## src/rtl/sram_axi_arbiter_if.sv

```systemverilog
// Single-beat AXI4 master/slave bundle shared by the SRAM arbiter and its interconnect.
// Master drives AR/AW/W and the R/B ready lines; slave drives the rest.
interface sram_axi_arbiter_if #(
    parameter int unsigned ADDR_WD = 64,
    parameter int unsigned DATA_WD = 64
);
    logic [3:0]           arid;
    logic [ADDR_WD-1:0]   araddr;
    logic [7:0]           arlen;
    logic [2:0]           arsize;
    logic [1:0]           arburst;
    logic                 arvalid;
    logic                 arready;

    logic [3:0]           rid;
    logic [DATA_WD-1:0]   rdata;
    logic [1:0]           rresp;
    logic                 rlast;
    logic                 rvalid;
    logic                 rready;

    logic [3:0]           awid;
    logic [ADDR_WD-1:0]   awaddr;
    logic [7:0]           awlen;
    logic [2:0]           awsize;
    logic [1:0]           awburst;
    logic                 awvalid;
    logic                 awready;

    logic [DATA_WD-1:0]   wdata;
    logic [DATA_WD/8-1:0] wstrb;
    logic                 wlast;
    logic                 wvalid;
    logic                 wready;

    logic [3:0]           bid;
    logic [1:0]           bresp;
    logic                 bvalid;
    logic                 bready;

    modport master (
        output arid, araddr, arlen, arsize, arburst, arvalid,
        input  arready,
        input  rid, rdata, rresp, rlast, rvalid,
        output rready,
        output awid, awaddr, awlen, awsize, awburst, awvalid,
        input  awready,
        output wdata, wstrb, wlast, wvalid,
        input  wready,
        input  bid, bresp, bvalid,
        output bready
    );

    modport slave (
        input  arid, araddr, arlen, arsize, arburst, arvalid,
        output arready,
        output rid, rdata, rresp, rlast, rvalid,
        input  rready,
        input  awid, awaddr, awlen, awsize, awburst, awvalid,
        output awready,
        input  wdata, wstrb, wlast, wvalid,
        output wready,
        output bid, bresp, bvalid,
        input  bready
    );
endinterface

```

## src/rtl/sram_axi_arbiter.sv

```systemverilog
// Arbitrates instruction and data SRAM requests onto one single-beat AXI4 master port,
// one transaction at a time, buffering read data and stalling the pipeline until done.
module sram_axi_arbiter #(
    parameter int unsigned ADDR_WD = 64,
    parameter int unsigned DATA_WD = 64,
    parameter logic [3:0]  INST_ID = 4'd0,
    parameter logic [3:0]  DATA_ID = 4'd1
) (
    input  logic                 clk,
    input  logic                 rst_n,
    input  logic                 inst_sram_en,
    input  logic [ADDR_WD-1:0]   inst_sram_addr,
    output logic [DATA_WD-1:0]   inst_sram_rdata,
    input  logic                 data_sram_en,
    input  logic [DATA_WD/8-1:0] data_sram_we,
    input  logic [ADDR_WD-1:0]   data_sram_addr,
    input  logic [DATA_WD-1:0]   data_sram_wdata,
    output logic [DATA_WD-1:0]   data_sram_rdata,
    output logic                 stallreq_axi,
    output logic                 axi_err,
    sram_axi_arbiter_if.master   axi
);
    localparam int unsigned STRB_WD = DATA_WD / 8;

    typedef enum logic [1:0] {StIdle, StRd, StWr, StB} state_e;

    state_e               state_q, state_d;
    logic [3:0]           req_id_q, req_id_d;
    logic [ADDR_WD-1:0]   req_addr_q, req_addr_d;
    logic [STRB_WD-1:0]   req_strb_q, req_strb_d;
    logic [DATA_WD-1:0]   req_wdata_q, req_wdata_d;
    logic                 req_data_q, req_data_d;  // owner of the in-flight request: 1 = data port
    logic                 ar_done_q, ar_done_d;
    logic                 aw_done_q, aw_done_d;
    logic                 w_done_q, w_done_d;
    logic [DATA_WD-1:0]   inst_rdata_q, inst_rdata_d;
    logic [DATA_WD-1:0]   data_rdata_q, data_rdata_d;
    logic                 inst_done_q, inst_done_d;
    logic                 data_done_q, data_done_d;
    logic                 axi_err_q, axi_err_d;

    logic inst_pend, data_pend, aw_ok, w_ok;
    logic unused_sigs;

    assign inst_pend    = inst_sram_en & ~inst_done_q;
    assign data_pend    = data_sram_en & ~data_done_q;
    assign stallreq_axi = (state_q != StIdle) | inst_pend | data_pend;

    assign inst_sram_rdata = inst_rdata_q;
    assign data_sram_rdata = data_rdata_q;
    assign axi_err         = axi_err_q;

    assign axi.arid    = req_id_q;
    assign axi.araddr  = req_addr_q;
    assign axi.arlen   = 8'd0;
    assign axi.arsize  = 3'b011;
    assign axi.arburst = 2'b01;
    assign axi.arvalid = (state_q == StRd) & ~ar_done_q;
    assign axi.rready  = (state_q == StRd) & ar_done_q;

    assign axi.awid    = req_id_q;
    assign axi.awaddr  = req_addr_q;
    assign axi.awlen   = 8'd0;
    assign axi.awsize  = 3'b011;
    assign axi.awburst = 2'b01;
    assign axi.awvalid = (state_q == StWr) & ~aw_done_q;
    assign axi.wdata   = req_wdata_q;
    assign axi.wstrb   = req_strb_q;
    assign axi.wlast   = 1'b1;
    assign axi.wvalid  = (state_q == StWr) & ~w_done_q;
    assign axi.bready  = (state_q == StB);

    assign unused_sigs = ^{axi.rid, axi.rlast, axi.bid, inst_sram_addr[2:0], data_sram_addr[2:0]};

    always_comb begin
        state_d      = state_q;
        req_id_d     = req_id_q;
        req_addr_d   = req_addr_q;
        req_strb_d   = req_strb_q;
        req_wdata_d  = req_wdata_q;
        req_data_d   = req_data_q;
        ar_done_d    = ar_done_q;
        aw_done_d    = aw_done_q;
        w_done_d     = w_done_q;
        inst_rdata_d = inst_rdata_q;
        data_rdata_d = data_rdata_q;
        inst_done_d  = inst_done_q;
        data_done_d  = data_done_q;
        axi_err_d    = axi_err_q;
        aw_ok        = 1'b0;
        w_ok         = 1'b0;

        // A released stall ends the pipeline cycle; nothing can complete in that cycle.
        if (!stallreq_axi) begin
            inst_done_d = 1'b0;
            data_done_d = 1'b0;
        end

        unique case (state_q)
            StIdle: begin
                ar_done_d = 1'b0;
                aw_done_d = 1'b0;
                w_done_d  = 1'b0;
                if (data_pend) begin
                    req_data_d  = 1'b1;
                    req_id_d    = DATA_ID;
                    req_addr_d  = {data_sram_addr[ADDR_WD-1:3], 3'b000};
                    req_strb_d  = data_sram_we;
                    req_wdata_d = data_sram_wdata;
                    state_d     = (data_sram_we == '0) ? StRd : StWr;
                end else if (inst_pend) begin
                    req_data_d  = 1'b0;
                    req_id_d    = INST_ID;
                    req_addr_d  = {inst_sram_addr[ADDR_WD-1:3], 3'b000};
                    req_strb_d  = '0;
                    req_wdata_d = '0;
                    state_d     = StRd;
                end
            end
            StRd: begin
                if (axi.arvalid && axi.arready) ar_done_d = 1'b1;
                if (axi.rvalid && axi.rready) begin
                    if (req_data_q) begin
                        data_rdata_d = axi.rdata;
                        data_done_d  = 1'b1;
                    end else begin
                        inst_rdata_d = axi.rdata;
                        inst_done_d  = 1'b1;
                    end
                    if (axi.rresp != 2'b00) axi_err_d = 1'b1;
                    state_d = StIdle;
                end
            end
            StWr: begin
                // When a channel is already done its valid is low, so ready is irrelevant.
                aw_ok = aw_done_q | axi.awready;
                w_ok  = w_done_q | axi.wready;
                if (axi.awvalid && axi.awready) aw_done_d = 1'b1;
                if (axi.wvalid && axi.wready) w_done_d = 1'b1;
                if (aw_ok && w_ok) state_d = StB;
            end
            StB: begin
                if (axi.bvalid) begin
                    data_done_d = 1'b1;
                    if (axi.bresp != 2'b00) axi_err_d = 1'b1;
                    state_d = StIdle;
                end
            end
            default: state_d = StIdle;
        endcase
    end

    always_ff @(posedge clk) begin
        if (!rst_n) begin
            state_q      <= StIdle;
            req_id_q     <= '0;
            req_addr_q   <= '0;
            req_strb_q   <= '0;
            req_wdata_q  <= '0;
            req_data_q   <= 1'b0;
            ar_done_q    <= 1'b0;
            aw_done_q    <= 1'b0;
            w_done_q     <= 1'b0;
            inst_rdata_q <= '0;
            data_rdata_q <= '0;
            inst_done_q  <= 1'b0;
            data_done_q  <= 1'b0;
            axi_err_q    <= 1'b0;
        end else begin
            state_q      <= state_d;
            req_id_q     <= req_id_d;
            req_addr_q   <= req_addr_d;
            req_strb_q   <= req_strb_d;
            req_wdata_q  <= req_wdata_d;
            req_data_q   <= req_data_d;
            ar_done_q    <= ar_done_d;
            aw_done_q    <= aw_done_d;
            w_done_q     <= w_done_d;
            inst_rdata_q <= inst_rdata_d;
            data_rdata_q <= data_rdata_d;
            inst_done_q  <= inst_done_d;
            data_done_q  <= data_done_d;
            axi_err_q    <= axi_err_d;
        end
    end
endmodule

```

## src/flat_wrapper.sv

```systemverilog
// flat-port wrapper written by rule: the top's interface ports become plain ports
module sram_axi_arbiter_flat 
#(
    parameter int unsigned ADDR_WD = 64,
    parameter int unsigned DATA_WD = 64,
    parameter logic [3:0]  INST_ID = 4'd0,
    parameter logic [3:0]  DATA_ID = 4'd1
)
  (clk, rst_n, inst_sram_en, inst_sram_addr, inst_sram_rdata, data_sram_en, data_sram_we, data_sram_addr, data_sram_wdata, data_sram_rdata, stallreq_axi, axi_err, axi_arid, axi_araddr, axi_arlen, axi_arsize, axi_arburst, axi_arvalid, axi_arready, axi_rid, axi_rdata, axi_rresp, axi_rlast, axi_rvalid, axi_rready, axi_awid, axi_awaddr, axi_awlen, axi_awsize, axi_awburst, axi_awvalid, axi_awready, axi_wdata, axi_wstrb, axi_wlast, axi_wvalid, axi_wready, axi_bid, axi_bresp, axi_bvalid, axi_bready);
  sram_axi_arbiter_if #(.ADDR_WD(ADDR_WD), .DATA_WD(DATA_WD)) axi_i ();
  input  logic clk;
  input  logic rst_n;
  input  logic inst_sram_en;
  input  logic [ADDR_WD-1:0] inst_sram_addr;
  output logic [DATA_WD-1:0] inst_sram_rdata;
  input  logic data_sram_en;
  input  logic [DATA_WD/8-1:0] data_sram_we;
  input  logic [ADDR_WD-1:0] data_sram_addr;
  input  logic [DATA_WD-1:0] data_sram_wdata;
  output logic [DATA_WD-1:0] data_sram_rdata;
  output logic stallreq_axi;
  output logic axi_err;
  output wire logic [$bits(axi_i.arid)-1:0] axi_arid;
  output wire logic [$bits(axi_i.araddr)-1:0] axi_araddr;
  output wire logic [$bits(axi_i.arlen)-1:0] axi_arlen;
  output wire logic [$bits(axi_i.arsize)-1:0] axi_arsize;
  output wire logic [$bits(axi_i.arburst)-1:0] axi_arburst;
  output wire logic [$bits(axi_i.arvalid)-1:0] axi_arvalid;
  input wire logic [$bits(axi_i.arready)-1:0] axi_arready;
  input wire logic [$bits(axi_i.rid)-1:0] axi_rid;
  input wire logic [$bits(axi_i.rdata)-1:0] axi_rdata;
  input wire logic [$bits(axi_i.rresp)-1:0] axi_rresp;
  input wire logic [$bits(axi_i.rlast)-1:0] axi_rlast;
  input wire logic [$bits(axi_i.rvalid)-1:0] axi_rvalid;
  output wire logic [$bits(axi_i.rready)-1:0] axi_rready;
  output wire logic [$bits(axi_i.awid)-1:0] axi_awid;
  output wire logic [$bits(axi_i.awaddr)-1:0] axi_awaddr;
  output wire logic [$bits(axi_i.awlen)-1:0] axi_awlen;
  output wire logic [$bits(axi_i.awsize)-1:0] axi_awsize;
  output wire logic [$bits(axi_i.awburst)-1:0] axi_awburst;
  output wire logic [$bits(axi_i.awvalid)-1:0] axi_awvalid;
  input wire logic [$bits(axi_i.awready)-1:0] axi_awready;
  output wire logic [$bits(axi_i.wdata)-1:0] axi_wdata;
  output wire logic [$bits(axi_i.wstrb)-1:0] axi_wstrb;
  output wire logic [$bits(axi_i.wlast)-1:0] axi_wlast;
  output wire logic [$bits(axi_i.wvalid)-1:0] axi_wvalid;
  input wire logic [$bits(axi_i.wready)-1:0] axi_wready;
  input wire logic [$bits(axi_i.bid)-1:0] axi_bid;
  input wire logic [$bits(axi_i.bresp)-1:0] axi_bresp;
  input wire logic [$bits(axi_i.bvalid)-1:0] axi_bvalid;
  output wire logic [$bits(axi_i.bready)-1:0] axi_bready;
  assign axi_arid = axi_i.arid;
  assign axi_araddr = axi_i.araddr;
  assign axi_arlen = axi_i.arlen;
  assign axi_arsize = axi_i.arsize;
  assign axi_arburst = axi_i.arburst;
  assign axi_arvalid = axi_i.arvalid;
  assign axi_i.arready = axi_arready;
  assign axi_i.rid = axi_rid;
  assign axi_i.rdata = axi_rdata;
  assign axi_i.rresp = axi_rresp;
  assign axi_i.rlast = axi_rlast;
  assign axi_i.rvalid = axi_rvalid;
  assign axi_rready = axi_i.rready;
  assign axi_awid = axi_i.awid;
  assign axi_awaddr = axi_i.awaddr;
  assign axi_awlen = axi_i.awlen;
  assign axi_awsize = axi_i.awsize;
  assign axi_awburst = axi_i.awburst;
  assign axi_awvalid = axi_i.awvalid;
  assign axi_i.awready = axi_awready;
  assign axi_wdata = axi_i.wdata;
  assign axi_wstrb = axi_i.wstrb;
  assign axi_wlast = axi_i.wlast;
  assign axi_wvalid = axi_i.wvalid;
  assign axi_i.wready = axi_wready;
  assign axi_i.bid = axi_bid;
  assign axi_i.bresp = axi_bresp;
  assign axi_i.bvalid = axi_bvalid;
  assign axi_bready = axi_i.bready;
  sram_axi_arbiter #(.ADDR_WD(ADDR_WD), .DATA_WD(DATA_WD), .INST_ID(INST_ID), .DATA_ID(DATA_ID)) u_core (.clk(clk), .rst_n(rst_n), .inst_sram_en(inst_sram_en), .inst_sram_addr(inst_sram_addr), .inst_sram_rdata(inst_sram_rdata), .data_sram_en(data_sram_en), .data_sram_we(data_sram_we), .data_sram_addr(data_sram_addr), .data_sram_wdata(data_sram_wdata), .data_sram_rdata(data_sram_rdata), .stallreq_axi(stallreq_axi), .axi_err(axi_err), .axi(axi_i));
endmodule
```

## config.mk

```make
export PLATFORM = sky130hd
export DESIGN_NAME = sram_axi_arbiter_flat
export DESIGN_NICKNAME = d
export VERILOG_FILES = /design/src/rtl/sram_axi_arbiter_if.sv /design/src/rtl/sram_axi_arbiter.sv /design/src/flat_wrapper.sv
export SDC_FILE = /design/constraint.sdc
export NUM_CORES = 1
export LEC_CHECK = 0
export CAP_MARGIN = 10
export CORE_AREA = 2 2 256 258
export DETAILED_ROUTE_END_ITERATION = 8
export DIE_AREA = 0 0 258 260
export DONT_BUFFER_PORTS = 1
export GPL_ROUTABILITY_DRIVEN = 0
export GPL_TIMING_DRIVEN = 0
export HOLD_SLACK_MARGIN = 0.03
export SETUP_SLACK_MARGIN = 0.02
export SLEW_MARGIN = 30
export SYNTH_ARGS = -nofsm -noshare
export SYNTH_HDL_FRONTEND = slang
export SYNTH_SLANG_ARGS = --single-unit
```

## constraint.sdc

```tcl
create_clock -name clk -period 1.9 [get_ports clk]
set_clock_uncertainty 0.05 [all_clocks]
set_input_delay 0.475 -clock clk [delete_from_list [all_inputs] [get_ports clk]]
set_output_delay 0.475 -clock clk [all_outputs]
set_load 0.03 [all_outputs]
```

==> out/results.txt <==
Total vias in the final route = 9918
Initial DRT Pass Iterations = 5
Comb pwr share = 28.0%
CP arrival = 1.45 ns
Synth top area share = 45.9%
Largest cells by area after synthesis = dfxtp_1 46%, nand2_1 10%, buf_4 7.5%, a22oi_2 7.4%, a21boi_1 6.5%
Grt ovf = 0
Sw Share = 38.6%
Sequential Power Share = 42.9%
Crit Path Category = register to output port
Mapped Area = 11800 sq um
Maximum clock frequency = 506 MHz
#FFs+latches synth = 270
Min Tclk post-route = 1.98 ns
CTS H-tree depth = 1
GRT Util Overall = 13.3%
Failing checks = negative setup slack
DRC Markers = 0
Top cells by count, synth = 321 x nand2_1, 270 x dfxtp_1, 118 x buf_4
Asr flop ratio synth = 0%
Nature of the critical path endpoint = output port
Non-Filler Instances = 2350
CTS max path bufs = 3
CTS Buf Count = 30
Placed Cells = 2127
TritonCTS clock tree = built
Global-route wire length before repair = 67000 um
EDFF count, synth = 0
Chip height = 260 um
Post-route ant nets = 0
Final Total Pwr = 20.6 mW
Drt total wl = 48800 um
Core footprint = 64100 sq um
Psw = 7.96 mW
Hold WC Path Type = input port to register
Internal = 12.6 mW
Period utilization = 104%
RSZ-0062 raised after global routing = yes
Post-synth top area cell = dfxtp_1
Clk pwr share = 29.1%
Max Slew Vio Count = 0
Power per Cell Area = 1280 nW/um^2
Initial Util = 18.4%
Vias in the first global route = 9928
Crit-path max FO = 4
Distinct cells, synth = 35
DR iter-0 viols = 520
Clk slew on worst S/H paths = 0.06 ns
DP HPWL = 38000 um
Synth warnings = 0
Ys flop type = dfxtp_1
Vias/cell = 4.22
Port bufs = 0
Clock latency on the worst-skew pair = 0.57 ns
Max IR drop VDD = 954 uV
Worst Tran Pin Value = 0.955 ns
Top Ports = 656
Die Wd = 258 um
Initial antenna violation count = 9
Final setup margin = -0.0761 ns
Crit start category = register
Data required, critical path = 1.37 ns
Root buf cell = clkbuf_16
Syn_area_per_cell = 9.55 sq um
DIE AREA = 67100 sq um
Post-Syn Instances = 1235
Nets = 1753
Sink Count = 270
Leakage = 6.46 nW
Final Util = 25.0%
Final Hold Viols = 0
Max-Cap Viols = 0
Dominant cell by count in the synthesized netlist = nand2_1
Area grow syn2layout = 36.0%
Share of post-route cells with drive strength above 1 = 26.5%
Routed WL per cell = 20.8 um
Sequential element share of the synthesized area = 45.9%
Largest net degree at the start of global routing = 15
# setup viols final = 5
Max-Slew Margin vs Limit = 36.4%
FILL cells = 6769
Status = finished, violations left
Rows = 93
[layout by cell type (no fill, tap or decap), types with 34 or more instances in the layout]
cell type,instances
mux2i_1,62
a22oi_2,70
clkbuf_1,37
dfxtp_2,62
o211a_1,61
a21boi_1,104
buf_4,125
nand2_1,321
conb_1,39
clkbuf_16,34
dfxtp_1,205
nor2b_1,74
dlygate4sd3_1,138
[state kept, by name, indices dropped and copies added, names as in the netlist]
signal,cells
u_core.ar_done_q,1
u_core.aw_done_q,1
u_core.axi.araddr,61
u_core.axi.arid,1
u_core.axi.wdata,64
u_core.axi.wstrb,8
u_core.axi_err,1
u_core.data_done_q,1
u_core.data_sram_rdata,64
u_core.inst_done_q,1
u_core.inst_sram_rdata,64
u_core.state_q,2
u_core.w_done_q,1
[worst paths after layout]
path	from	end	slack [ns]	depth (start not counted)
worst max register to register	u_core.data_done_q	u_core.axi.wdata[54]	0.08	8
worst min register to register	u_core.inst_done_q	u_core.inst_done_q	0.46	2
worst min-delay path	data_sram_wdata[28]	u_core.axi.wdata[28]	0.07	2
worst max-delay path	u_core.state_q[0]	axi_awvalid	-0.08	3
[per-stage QoR]
stage | setup slack [ns] | hold WS [ns] | setup TNS [ns] | instance area [sq um]
after floorplan | 0.150 | 0.403 | 0 | 11900
after global placement | -0.573 | 0.422 | -82.67 | 13000
after detailed placement | -0.604 | 0.440 | -93.90 | 13000
after CTS | -0.154 | 0.0333 | -0.615 | 15700
after global routing | -0.126 | 0.0619 | -0.515 | 16000
final | -0.0761 | 0.0701 | -0.187 | 16000
[critical path: stages (launching register included)]
cell,delay (ns)
dfxtp_2,0.32
buf_6,0.13
nand2b_4,0.17
nor2_4,0.26
[repair_timing]
item,4_1_cts,5_1_grt
setup endpoints to repair,318,181
hold endpoints to repair,201,0
gates cloned,2,4
buffers inserted,9,11
gates resized for setup,114,45
pin swaps,6,8
hold buffers,138,0
[metal layers]
metal	track usage [%]	vias to the layer above	part of all wire, %
met5	0	-	0
met3	3.56	99	7.7
met1	14.1	4805	37
met4	5.78	0	4.0
met2	24.7	519	52
li1	-	4495	-
[logic make-up (layout without fill, tap and decap cells)]
group | Yosys count | count (layout) | synth area share, %
AND/OR/NAND/NOR | 420 | 420 | 15.5
AO/OA/AOI/OAI | 280 | 280 | 21.9
flip-flops | 270 | 270 | 45.9
buffers and inverters | 201 | 418 | 11.5
multiplexers | 62 | 62 | 5.26
other | 2 | 45 | 0.0637
[power by group through the flow]
stage                     Combinational [mW]  Sequential, mW  Clock [mW]
after detailed placement                4.86            8.80           0
after CTS                               5.45            8.83        6.18
after global routing                    6.12            8.89        6.39
after global placement                  4.78            8.81           0
final                                   5.77            8.83        6.00
after floorplan                         4.07            8.40           0
[cell type report]
class / instances / area [sq um] / share of cell area [%]
clock inverters: 9 / 125 / 0.780
multi-input cells: 801 / 5290 / 33.0
inverters: 3 / 13.8 / 0.0858
well taps: 855 / 1070 / 6.67
diodes: 6 / 15.0 / 0.0936
plain buffers: 197 / 1490 / 9.26
flip-flops and latches: 270 / 5490 / 34.3
repair buffers: 164 / 1660 / 10.3
clock buffers: 45 / 888 / 5.54
Note: power is estimated with default switching activity, not from simulation.
